<file path="config.mk">
export PLATFORM = sky130hd
export DESIGN_NAME = rvc_fetch_aligner
export DESIGN_NICKNAME = d
export VERILOG_FILES = /design/src/rtl/rvc_pkg.sv /design/src/rtl/rvc_expander.sv /design/src/rtl/rvc_fetch_aligner.sv
export SDC_FILE = /design/constraint.sdc
export NUM_CORES = 1
export LEC_CHECK = 0
export BUFFER_PORTS_ARGS = -buffer_cell sky130_fd_sc_hd__buf_4
export CAP_MARGIN = 20
export CORE_UTILIZATION = 55
export DETAILED_ROUTE_END_ITERATION = 6
export HOLD_SLACK_MARGIN = 0.03
export MAX_ROUTING_LAYER = met4
export PLACE_DENSITY = 0.82
export SLEW_MARGIN = 5
export SYNTH_ARGS = -nofsm -noshare
export SYNTH_HDL_FRONTEND = slang
export SYNTH_SLANG_ARGS = --single-unit
</file>
<file path="constraint.sdc">
create_clock -name clk -period 12.7 [get_ports clk]
set_input_delay 1.905 -clock clk [delete_from_list [all_inputs] [get_ports clk]]
set_output_delay 1.905 -clock clk [all_outputs]
set_load 0.005 [all_outputs]
</file>
<file path="src/rtl/rvc_pkg.sv">
// Shared encodings for the RVC fetch aligner and expander.
// Opcodes, funct3 codes and RVC quadrant/funct3 keys.
package rvc_pkg;

  localparam logic [6:0] OP_IMM = 7'h13;
  localparam logic [6:0] OP     = 7'h33;
  localparam logic [6:0] LOAD   = 7'h03;
  localparam logic [6:0] STORE  = 7'h23;
  localparam logic [6:0] BRANCH = 7'h63;
  localparam logic [6:0] JAL    = 7'h6f;
  localparam logic [6:0] JALR   = 7'h67;

  localparam logic [2:0] F3_ADD = 3'b000;
  localparam logic [2:0] F3_SLL = 3'b001;
  localparam logic [2:0] F3_W   = 3'b010;
  localparam logic [2:0] F3_SR  = 3'b101;
  localparam logic [2:0] F3_AND = 3'b111;
  localparam logic [2:0] F3_BEQ = 3'b000;
  localparam logic [2:0] F3_BNE = 3'b001;

  localparam logic [1:0] C_Q0 = 2'b00;
  localparam logic [1:0] C_Q1 = 2'b01;
  localparam logic [1:0] C_Q2 = 2'b10;

  localparam logic [2:0] CF_LW   = 3'b010;
  localparam logic [2:0] CF_SW   = 3'b110;
  localparam logic [2:0] CF_ADDI = 3'b000;
  localparam logic [2:0] CF_JAL  = 3'b001;
  localparam logic [2:0] CF_LI   = 3'b010;
  localparam logic [2:0] CF_MISC = 3'b100;
  localparam logic [2:0] CF_J    = 3'b101;
  localparam logic [2:0] CF_BEQZ = 3'b110;
  localparam logic [2:0] CF_BNEZ = 3'b111;
  localparam logic [2:0] CF_SLLI = 3'b000;
  localparam logic [2:0] CF_JR   = 3'b100;

  localparam logic [31:0] ILLEGAL_INS = 32'h0;

  function automatic logic is_rv32(
    input logic [15:0] h
  );
    return h[1:0] == 2'b11;
  endfunction

endpackage

</file>
<file path="src/rtl/rvc_expander.sv">
// Combinational RV32C -> RV32I expander.
// Flags reserved/unsupported encodings as illegal.
module rvc_expander
  import rvc_pkg::*;
#(
  parameter bit C_EN = 1'b1
) (
  input  logic [15:0] c,
  output logic [31:0] ins,
  output logic        illegal
);

  logic [4:0]  key;
  logic [4:0]  rd;
  logic [4:0]  rs2;
  logic [4:0]  r1p;
  logic [4:0]  r2p;
  logic [11:0] imm6;
  logic [6:0]  lwoff;
  logic [20:0] joff;
  logic [12:0] boff;

  assign key   = {c[1:0], c[15:13]};
  assign rd    = c[11:7];
  assign rs2   = c[6:2];
  assign r1p   = {2'b01, c[9:7]};
  assign r2p   = {2'b01, c[4:2]};
  assign imm6  = {{6{c[12]}}, c[12], c[6:2]};
  assign lwoff = {c[5], c[12:10], c[6], 2'b00};
  assign joff  = {{9{c[12]}}, c[12], c[8],
                  c[10:9], c[6], c[7], c[2],
                  c[11], c[5:3], 1'b0};
  assign boff  = {{4{c[12]}}, c[12], c[6:5],
                  c[2], c[11:10], c[4:3], 1'b0};

  always_comb begin
    ins     = ILLEGAL_INS;
    illegal = 1'b0;
    unique case (key)
      {C_Q0, CF_LW}:
        ins = {5'b0, lwoff, r1p, F3_W, r2p, LOAD};
      {C_Q0, CF_SW}:
        ins = {5'b0, lwoff[6:5], r2p, r1p,
               F3_W, lwoff[4:0], STORE};
      {C_Q1, CF_ADDI}:
        ins = {imm6, rd, F3_ADD, rd, OP_IMM};
      {C_Q1, CF_JAL}:
        ins = {joff[20], joff[10:1], joff[11],
               joff[19:12], 5'd1, JAL};
      {C_Q1, CF_LI}:
        ins = {imm6, 5'd0, F3_ADD, rd, OP_IMM};
      {C_Q1, CF_MISC}: begin
        unique case (c[11:10])
          2'b00: begin
            illegal = c[12];
            ins = {7'b0, c[6:2], r1p, F3_SR,
                   r1p, OP_IMM};
          end
          2'b01: begin
            illegal = c[12];
            ins = {7'b0100000, c[6:2], r1p,
                   F3_SR, r1p, OP_IMM};
          end
          2'b10:
            ins = {imm6, r1p, F3_AND, r1p, OP_IMM};
          default: illegal = 1'b1;
        endcase
      end
      {C_Q1, CF_J}:
        ins = {joff[20], joff[10:1], joff[11],
               joff[19:12], 5'd0, JAL};
      {C_Q1, CF_BEQZ}:
        ins = {boff[12], boff[10:5], 5'd0, r1p,
               F3_BEQ, boff[4:1], boff[11], BRANCH};
      {C_Q1, CF_BNEZ}:
        ins = {boff[12], boff[10:5], 5'd0, r1p,
               F3_BNE, boff[4:1], boff[11], BRANCH};
      {C_Q2, CF_SLLI}: begin
        illegal = c[12];
        ins = {7'b0, c[6:2], rd, F3_SLL, rd, OP_IMM};
      end
      {C_Q2, CF_JR}: begin
        // rs2 == 0 selects the jump forms; rd == 0 there is reserved/EBREAK
        if (rs2 == 5'd0) begin
          illegal = (rd == 5'd0);
          ins = {12'd0, rd, 3'b000,
                 {4'd0, c[12]}, JALR};
        end else if (!c[12]) begin
          ins = {7'b0, rs2, 5'd0, F3_ADD, rd, OP};
        end else begin
          ins = {7'b0, rs2, rd, F3_ADD, rd, OP};
        end
      end
      default: illegal = 1'b1;
    endcase
    if (!C_EN) illegal = 1'b1;
    if (illegal) ins = ILLEGAL_INS;
  end

endmodule

</file>
<file path="src/rtl/rvc_fetch_aligner.sv">
// Halfword queue that realigns mixed 16/32-bit fetch words
// and presents one expanded RV32 instruction per cycle.
module rvc_fetch_aligner
  import rvc_pkg::*;
#(
  parameter int          QDEPTH   = 6,
  parameter logic [31:0] RESET_PC = 32'h0000_0000,
  parameter bit          C_EN     = 1'b1
) (
  input  logic        clk,
  input  logic        rst,
  input  logic        fetch_valid,
  output logic        fetch_ready,
  input  logic [31:0] fetch_data,
  input  logic        flush,
  input  logic [31:0] redirect_pc,
  output logic        ins_valid,
  input  logic        ins_ready,
  output logic [31:0] ins_data,
  output logic [31:0] ins_pc,
  output logic        ins_is_c,
  output logic        ins_illegal
);

  localparam int PW = $clog2(QDEPTH);
  localparam int CW = $clog2(QDEPTH + 1);

  logic [15:0]   q [QDEPTH];
  logic [PW-1:0] rd_ptr;
  logic [PW-1:0] wr_ptr;
  logic [CW-1:0] count;
  logic [31:0]   pc_q;
  logic          drop_lo;

  logic [15:0]   h0;
  logic [15:0]   h1;
  logic          is32;
  logic [CW-1:0] need;
  logic [CW-1:0] n_push;
  logic [CW-1:0] free;
  logic          push;
  logic          pop;
  logic [31:0]   exp_data;
  logic          exp_ill;

  function automatic logic [PW-1:0] wrap(
    input logic [PW-1:0] p,
    input logic [1:0]    n
  );
    logic [PW:0] s;
    s = {1'b0, p} + {{(PW-1){1'b0}}, n};
    if (s >= (PW+1)'(QDEPTH))
      s = s - (PW+1)'(QDEPTH);
    return s[PW-1:0];
  endfunction

  assign h0     = q[rd_ptr];
  assign h1     = q[wrap(rd_ptr, 2'd1)];
  assign is32   = is_rv32(h0);
  assign need   = is32 ? CW'(2) : CW'(1);
  assign n_push = drop_lo ? CW'(1) : CW'(2);
  assign free   = CW'(QDEPTH) - count;

  assign fetch_ready = free >= CW'(2);
  assign ins_valid   = count >= need;
  assign push = fetch_valid && fetch_ready && !flush;
  assign pop  = ins_valid && ins_ready && !flush;

  rvc_expander #(
    .C_EN(C_EN)
  ) u_exp (
    .c      (h0),
    .ins    (exp_data),
    .illegal(exp_ill)
  );

  assign ins_pc      = pc_q;
  assign ins_is_c    = ins_valid && !is32;
  assign ins_illegal = ins_valid && !is32 && exp_ill;
  assign ins_data    = !ins_valid ? ILLEGAL_INS :
                       is32 ? {h1, h0} : exp_data;

  // Storage only; occupancy is tracked by count
  always_ff @(posedge clk) begin
    if (push) begin
      if (drop_lo) begin
        q[wr_ptr] <= fetch_data[31:16];
      end else begin
        q[wr_ptr] <= fetch_data[15:0];
        q[wrap(wr_ptr, 2'd1)] <= fetch_data[31:16];
      end
    end
  end

  always_ff @(posedge clk or posedge rst) begin
    if (rst) begin
      rd_ptr  <= '0;
      wr_ptr  <= '0;
      count   <= '0;
      pc_q    <= RESET_PC;
      drop_lo <= 1'b0;
    end else if (flush) begin
      rd_ptr  <= '0;
      wr_ptr  <= '0;
      count   <= '0;
      pc_q    <= redirect_pc;
      drop_lo <= redirect_pc[1];
    end else begin
      if (push) begin
        wr_ptr  <= wrap(wr_ptr, n_push[1:0]);
        drop_lo <= 1'b0;
      end
      if (pop) begin
        rd_ptr <= wrap(rd_ptr, need[1:0]);
        pc_q   <= pc_q + (is32 ? 32'd4 : 32'd2);
      end
      count <= count
             + (push ? n_push : CW'(0))
             - (pop ? need : CW'(0));
    end
  end

endmodule

</file>
==> impl_metrics.ini, run 1 <==
[sta]
fin_ws_ps = 6110
fin_crit_sh = 0.519
fin_crit_ps = 6590
tightest_slew_ps = 1090
hold_viol_final = 0
slew_headroom = 0.272
setup_viol = 0
finClkSkew_ps = 10.1
finalSetupTns_ps = 0
rsz0062_at_grt = false
max_freq_mhz = 152
slew_viol_final = 0

[clock_tree]
numCtsBuffers = 17
post_cts_resized = 0
cts_hold_repair.buffers = 0
htreeDepth = 4
clkTransAtPathRegs_ps = 60
cts_tree = built
cts_setup_buffers = 0
cts.path.max_buffers = 2
cts_sinks = 138
root_buffer = clkbuf_16
clk_latency_ps = 420

[synth]
mappedNetlistNets = 980
yosys_register_bits = 138
async_reset_ff_frac = 0.304
syn_inst = 890
ys_types = 73
synth-warning-count = 0
synth_edf_count = 96
ys.flop_type = edfxtp_1
yosysSeqAreaShare = 0.413
netlist_area_sq_mm = 0.00952
syn_avg_cell_area_sq_um = 10.7

[setup_path]
cp-start-kind = flop
worst_setup_path_end_kind = output pin
critical_path_arrival_ps = 4690
critPathKind = flop to output pin
worst-path-max-fanout = 61
cp.required_ps = 10800

[floorplanning]
die_x_um = 134
num_rows = 47
io_pins = 137
core_area_sq_mm = 0.0168
die_area_sq_mm = 0.0178
initial_core_util = 0.568
die_h_um = 134

[min_path]
hold_path_class = flop to flop

[finish]
drive_above_1_share = 0.328
final_cell_mix = buf_4, mux2_2, nand2_1
nNetsFinal = 1105
multi_input_area_sq_mm = 0.00522
final_area_sq_mm = 0.0113
diodes = 0
seq_area_sq_mm = 0.00394
fillers = 1267
layout_commonest_cell = buf_4
area_growth_pct = 18.3

[grt]
antenna_found_initial = 0
grt.total_usage = 0.309
grt_pass1_wl_mm = 40.6
gr-total-overflow = 0
grt_max_degree = 78
grt_pass1_vias = 7293

[routing]
drt_wl_total_mm = 26.7
ant_nets = 0
drt-initial-drc-count = 665
dr.pass1.iters = 5
via_per_inst = 6.27
num_vias = 7826
wl_per_cell_um = 21.4
drc = 0

[placed_design]
hpwl_mm = 18.2
placed_cell_area_sq_mm = 0.0107
port_buffers = 136
preCtsSetupSlack_ps = 6600
gp_congestion = 0.979

[power_and_ir_drop]
p_leak_nw = 4.22
powerDensity_mw_per_mm2 = 233
p_total_mw = 2.62
vdd_drop_max_mv = 0.205

[outcome]
status = complete, no violations

[flow_run]
maxCapViolations = 0
## layer usage
| metal | global-route usage | share of wire | wire [um] |
|---|---|---|---|
| met5 | - | 0 | 0 |
| met4 | 0.104 | 0.019 | 502 |
| met3 | 0.0594 | 0.087 | 2320 |
| met2 | 0.467 | 0.47 | 12600 |
| met1 | 0.418 | 0.42 | 11300 |
## power breakdown
group	total [mW]	internal, mW	switching (mW)	leakage [nW]
clock network	0.474	0.273	0.201	0.269
registers	0.580	0.529	0.0511	1.39
logic	1.57	0.657	0.910	2.56
total	2.62	1.46	1.16	4.22
## sequential cells by signal (all words and copies together) (netlist names)
| name | flops |
|---|---|
| q | 96 |
| ins_pc | 32 |
| count | 3 |
| rd_ptr | 3 |
| wr_ptr | 3 |
| drop_lo | 1 |
## final cells by class
cell class | instances | share of cell area
clock inverter | 14 | 0.0121
timing repair buffer | 158 | 0.106
tap | 220 | 0.0244
sequential | 138 | 0.350
inverter | 19 | 0.00633
multi-input combinational | 681 | 0.464
clock buffer | 18 | 0.0381
## cell usage after synthesis, drive strengths merged, types with 3 or more instances
master	n	share of area
a211oi	11	0.011
a21boi	4	0.0032
a21oi	38	0.021
a221oi	4	0.0043
a22oi	11	0.0092
a31oi	10	0.0066
a32oi	4	0.0037
and2	7	0.0046
and3	14	0.0092
buf	31	0.023
clkbuf	21	0.0083
dfrtp	42	0.11
edfxtp	96	0.30
fa	5	0.011
ha	16	0.021
inv	18	0.0071
mux2	107	0.13
mux2i	70	0.074
mux4	14	0.033
nand2	107	0.043
nand2b	6	0.0039
nand3	18	0.0095
nand4	17	0.011
nor2	50	0.020
nor2b	4	0.0026
nor3	20	0.011
nor3b	3	0.0029
nor4	5	0.0055
o211ai	3	0.0029
o21a	4	0.0032
o21ai	60	0.032
o221ai	3	0.0028
o22ai	9	0.0059
o311ai	3	0.0028
or2	3	0.0020
xnor2	16	0.015
xor2	17	0.016
## through the flow
stage	hold WS (ps)	cells	utilization
floorplan	505	890	-
global placement	495	1214	0.637
detailed placement	501	1214	0.637
CTS	516	1246	0.671
global route	570	1248	0.672
finish	510	1248	0.672
## kinds of logic after synthesis
family | synth area share
adder cells (fa/ha/maj) | 0.0315
XOR/XNOR | 0.0304
buffers and inverters | 0.0389
AND/OR/NAND/NOR | 0.129
multiplexers | 0.233
flip-flops | 0.413
AO/OA/AOI/OAI | 0.124
## critical path, cell delays in order (launching register included)
cell       delay (ps)
dfrtp_4           690
buf_4             810
mux2i_1           200
nand2_1           120
nand3_1           500
a2111oi_4         480
a211oi_2           80
a211oi_4          680
nand2_2           240
o32ai_2           300
buf_4             150
## worst paths after layout
kind | cells past startpoint | from | slack [ps] | endpoint
setup / recovery | 10 | rd_ptr[0] | 6110 | ins_data[21]
hold / removal | 1 | ins_pc[0] | 510 | ins_pc[0]
setup reg to reg | 15 | rd_ptr[2] | 7420 | count[2]
hold reg to reg | 1 | ins_pc[0] | 510 | ins_pc[0]
max in group asynchronous | 3 | rst | 10630 | rd_ptr[0]
min in group asynchronous | 3 | rst | 1620 | ins_pc[0]
No activity file was read; power rests on OpenSTA's default activity.
==> run 2: changes to the inputs <==
CORE_UTILIZATION = 53   (was 55)
PLACE_DENSITY = 0.83   (was 0.82)
clock period = 5.4 ns   (was 12.7 ns; I/O delays follow)
==> run 2 against run 1 <==
Compared with the run above:
- sequential power grew 140%
- critical path type unchanged
- clock power rose to 2.6 times the previous value
- critical endpoint unchanged
- sequential share of layout area fell by 0.43 points
- register-to-register slack worse by 6700 ps
- via count up 4.8%
- count of clock-buffer cells in the layout is 1 lower
- largest power group unchanged
- largest cell class unchanged
- worst hold slack got worse by 4.2 ps
- flip-flop and latch count is the same
==> impl_metrics.ini, run 2 (synthesis gave the netlist of run 1 again) <==
[outcome]
status = complete, no violations

[floorplanning]
num_rows = 48
die_x_um = 136
core_area_sq_mm = 0.0174
die_h_um = 136
die_area_sq_mm = 0.0185
initial_core_util = 0.547
io_pins = 137

[routing]
drc = 0
drt_wl_total_mm = 28.1
wl_per_cell_um = 22.3
drt-initial-drc-count = 1009
dr.pass1.iters = 6
num_vias = 8198
ant_nets = 0
via_per_inst = 6.50

[finish]
diodes = 0
drive_above_1_share = 0.334
final_cell_mix = buf_4, mux2_2, nand2_1
nNetsFinal = 1114
largest_reg_flops = 96
layout_commonest_cell = buf_4
area_growth_pct = 19.8
top_register = q
multi_input_area_sq_mm = 0.00522
final_area_sq_mm = 0.0114
seq_area_sq_mm = 0.00394
fillers = 1275

[sta]
tightest_slew_ps = 1050
fin_crit_sh = 0.937
fin_crit_ps = 5060
hold_viol_final = 0
slew_viol_final = 0
slew_headroom = 0.289
rsz0062_at_grt = false
fin_ws_ps = 341
finalSetupTns_ps = 0
setup_viol = 0
finClkSkew_ps = 10.4
max_freq_mhz = 198

[power_and_ir_drop]
p_leak_nw = 4.30
p_switching_mw = 2.85
vdd_drop_max_mv = 0.399
share_seq_of_total_power = 0.217
combPwrFrac = 0.592
swShare = 0.444
clkPwrFrac = 0.191
internal-power_mw = 3.58
p_total_mw = 6.43
powerDensity_mw_per_mm2 = 564

[placed_design]
port_buffers = 136
preCtsSetupSlack_ps = 904
placed_cell_area_sq_mm = 0.0108
hpwl_mm = 18.8
gp_congestion = 0.972

[setup_path]
worst-path-max-fanout = 40
cp.required_ps = 4590
critPathKind = flop to output pin
r2r_slack_ps = 720
worst_setup_path_end_kind = output pin
r2r_end = count[2]
reg2regPathDepth = 14
cp-start-kind = flop
critical_path_arrival_ps = 4250
crit_start = rd_ptr[0]
r2r_start = rd_ptr[1]
critPathCapture = ins_data[21]

[grt]
antenna_found_initial = 0
grt_pass1_wl_mm = 42.8
grt_max_degree = 78
gr-total-overflow = 0
grt_pass1_vias = 7715
grt.total_usage = 0.318

[clock_tree]
cts_hold_repair.buffers = 0
clk_latency_ps = 430
post_cts_resized = 0
htreeDepth = 4
cts_setup_buffers = 0
root_buffer = clkbuf_16
cts_tree = built
clkTransAtPathRegs_ps = 60
cts_sinks = 138
cts.path.max_buffers = 2
numCtsBuffers = 17

[flow_run]
maxCapViolations = 0

[min_path]
worstHoldStart = ins_pc[0]
hold_depth = 1
hold_path_class = flop to flop
run 2: cell count changes in the layout (fill, tap and decap cells not counted), sizes merged:
cell / delta
clkbuf: -1
buf: +9
bufinv: +2
clkinvlp: -1
run 2: power groups by stage:
stage | Sequential (mW) | Combinational [mW] | Clock [mW]
3_3_place_gp | 1.40 | 3.61 | 0
5_1_grt | 1.41 | 4.05 | 1.27
6_report | 1.40 | 3.81 | 1.23
2_1_floorplan | 1.33 | 2.44 | 0
4_1_cts | 1.39 | 3.71 | 1.23
3_5_place_dp | 1.41 | 3.66 | 0
run 2: routing by layer:
metal | up-vias | wire (um) | GRT usage
li1 | 3619 | - | -
met5 | - | 0 | -
met2 | 575 | 12900 | 0.467
met3 | 94 | 2970 | 0.0742
met1 | 3910 | 11300 | 0.423
met4 | 0 | 896 | 0.130
run 2: stage by stage:
step / util / hold slack (ps) / std cells
finish: 0.655 / 506 / 1262
global route: 0.655 / 537 / 1262
CTS: 0.654 / 511 / 1261
detailed placement: 0.619 / 498 / 1229
global placement: 0.617 / 493 / 1227
floorplan: - / 505 / 890
run 2: worst min-delay path by stage:
stage	endpoint	slack (ps)
CTS	ins_pc[0]	510
global route	ins_pc[0]	540
finish	ins_pc[0]	510
detailed placement	ins_pc[0]	500
floorplan	ins_pc[0]	510
global placement	ins_pc[0]	490
run 2: layout make-up:
class,count,area share
Multi-Input combinational cell,681,0.458
Inverter,19,0.00625
Sequential cell,138,0.345
Tap cell,225,0.0247
Clock buffer,17,0.0373
Clock inverter,15,0.0167
Timing Repair Buffer,167,0.112
run 2: worst max-delay path, stage by stage (launching register included):
cell      delay (ps)
dfrtp_4          840
buf_4            560
mux2i_1          170
a22oi_1          210
nand2_1          200
nand4_1          260
nor4_2           110
a211oi_4         720
nand2_2          250
o32ai_2          320
buf_4            160
==> run 3: changes to the inputs <==
ABC_AREA = 1   (was unset)
CELL_PAD_IN_SITES_DETAIL_PLACEMENT = 0   (was unset)
CELL_PAD_IN_SITES_GLOBAL_PLACEMENT = 1   (was unset)
CORE_UTILIZATION = 39   (was 53)
==> run 3 against run 2 <==
Compared with the run above:
- first-iteration DRC count increased by 23%
- register-to-register slack improved by 100 ps
- clock skew up 7.7 ps
- clock power is 7% lower
- count of clock-buffer cells in the layout did not move
- worst hold slack worse by 210 ps
- critical endpoint is now ins_data[28]
- highest routed layer unchanged
==> impl_metrics.ini, run 3 <==
[synth]
synth.top_cell.area_share = 0.278
ys.flop_type = edfxtp_1
synth-warning-count = 0
netlist_area_sq_mm = 0.0104
yosys_register_bits = 138
syn_avg_cell_area_sq_um = 7.06
syn_inst = 1471
synth_commonest_cells = nand2_1, o21ai_0, nor2_1
yosysTopAreaCell = edfxtp_1
synth_edf_count = 96
async_reset_ff_frac = 0.304
mappedNetlistNets = 1561
yosysSeqAreaShare = 0.379
ys_types = 47
synth_area_leaders = edfxtp_1, nand2_1, dfrtp_1, o21ai_0, nor2_1
yosysMostFrequentCell = nand2_1

[routing]
ant_nets = 0
drt_wl_total_mm = 34.2
dr.pass1.iters = 5
via_per_inst = 5.44
num_vias = 10500
drt-initial-drc-count = 1237
wl_per_cell_um = 17.8
drc = 0

[floorplanning]
die_area_sq_mm = 0.0273
io_pins = 137
core_area_sq_mm = 0.0261
num_rows = 59
die_h_um = 165
die_x_um = 165
initial_core_util = 0.399

[setup_path]
cp_common_cell = nand2_1
r2r_end = ins_pc[27]
critPathSlowestCell = buf_4
worst_setup_path_end_kind = output pin
worstPathCellList = buf_4 > buf_4 > ha_1 > inv_1 > o21ai_0 > nand2_1 > nand2_1 > nand2_1 > o21ai_1 > buf_4 > clkinv_1 > a21oi_1 > o31ai_1 > nand3_1 > nand2_1 > nand2_1 > inv_1 > buf_4
worst-path-max-fanout = 58
critPathKind = flop to output pin
cp.depth = 18
r2r_slack_ps = 820
cp-start-kind = flop
r2r_start = rd_ptr[0]
crit_buf_inv = 7
reg2regPathDepth = 20
crit_family = buffers and inverters
slowest_delay_ps = 520
cp.required_ps = 4590
critical_path_arrival_ps = 4140

[placed_design]
port_buffers = 136
gp_congestion = 0.996
hpwl_mm = 24.8

[grt]
grt_max_degree = 59
met1_usage = 0.389
globalRouteMet2Util = 0.369
gr-total-overflow = 0
grt_pass1_wl_mm = 53.0
grt_pass1_vias = 9207
grt.total_usage = 0.261
grt_use_met3 = 0.0325
antenna_found_initial = 0
busiest_layer = met1

[flow_run]
maxCapViolations = 0

[sta]
tightest_slew_ps = 1070
fin_crit_sh = 0.917
setup_viol = 0
slew_headroom = 0.286
hold_viol_final = 0
finClkSkew_ps = 18.1
finalSetupTns_ps = 0
slew_viol_final = 0
fin_crit_ps = 4950
rsz0062_at_grt = false
max_freq_mhz = 202

[finish]
layout_commonest_cell = nand2_1
final_cell_mix = nand2_1, o21ai_0, buf_4
drive_above_1_share = 0.157
diodes = 0
area_growth_pct = 17.8
largest_reg_flops = 96
top_register = q
nNetsFinal = 1665

[clock_tree]
cts_hold_repair.buffers = 0
htreeDepth = 4
cts_tree = built
numCtsBuffers = 17
clkTransAtPathRegs_ps = 60
cts_setup_buffers = 0
clk_latency_ps = 430
cts.path.max_buffers = 2
root_buffer = clkbuf_16
cts_sinks = 138

[power_and_ir_drop]
vdd_drop_max_mv = 0.669
powerDensity_mw_per_mm2 = 593
p_total_mw = 7.25
p_leak_nw = 5.57

[min_path]
hold_path_class = primary input to asynchronous set/reset pin

[outcome]
status = complete, no violations
run 3: worst reg2reg max path: stages, from the launching register on:
cell	delay, ps
dfrtp_2	400
inv_2	450
a21oi_1	130
o21ai_1	160
nand2_4	130
inv_2	140
nor2_1	90
inv_1	110
buf_4	360
ha_1	250
inv_1	60
fa_1	440
nor3_2	360
nand3_1	180
nor2_1	180
nand3_1	180
nor2_1	280
nand2_1	180
o21ai_1	170
a21oi_1	90
o22ai_1	130
run 3: kinds of logic (layout without fill, tap and decap cells):
kind of cell    Yosys count  in the layout  synth area share
fa+ha+maj                21             21            0.0289
buf+inv                 205            322            0.0860
simple gates            716            716             0.287
flops                   138            138             0.379
compound gates          364            364             0.197
xor+xnor                 27             27            0.0228
run 3: what timing repair did:
item | CTS | global route
endpoints found under the hold margin | 0 | 0
resized for setup | 0 | 1
endpoints found under the setup margin | 0 | 1
run 3: where the power goes:
| group | leakage [nW] | switching, mW | internal [mW] |
|---|---|---|---|
| Sequential | 1.39 | 0.201 | 1.35 |
| Combinational | 3.90 | 2.96 | 1.60 |
| Clock | 0.277 | 0.506 | 0.642 |
run 3: worst max-delay path by stage:
stage                   start      endpoint  slack, ps
floorplan           rd_ptr[0]      count[2]       1250
global placement    rd_ptr[0]  ins_data[19]        950
detailed placement  rd_ptr[0]  ins_data[26]        910
CTS                 rd_ptr[0]  ins_data[26]        440
global route        rd_ptr[0]  ins_data[28]        100
finish              rd_ptr[0]  ins_data[28]        450
run 3: area by class of cell:
class	count	area, sq um
Clock buffer	17	425
Tap cell	335	419
Timing Repair Buffer	160	1260
Clock inverter	15	138
Fill cell	2620	13800
Inverter	130	488
Sequential cell	138	3940
Multi-Input combinational cell	1128	5570
run 3: metal layers:
metal  part of all wire  vias to the layer above
met2               0.43                      485
met5                  0                        -
li1                   -                     5143
met1               0.47                     4797
met3              0.086                       34
met4              0.014                        0
run 3: through the flow:
step / instance area (sq um) / utilization / hold slack, ps / instances / setup slack (ps)
CTS: 12100 / 0.466 / 494 / 1919 / 444
global route: 12200 / 0.469 / 303 / 1923 / 95.8
floorplan: 10400 / - / 465 / 1471 / 1250
finish: 12200 / 0.469 / 293 / 1923 / 449
global placement: 11600 / 0.444 / 458 / 1887 / 955
detailed placement: 11600 / 0.444 / 476 / 1887 / 908
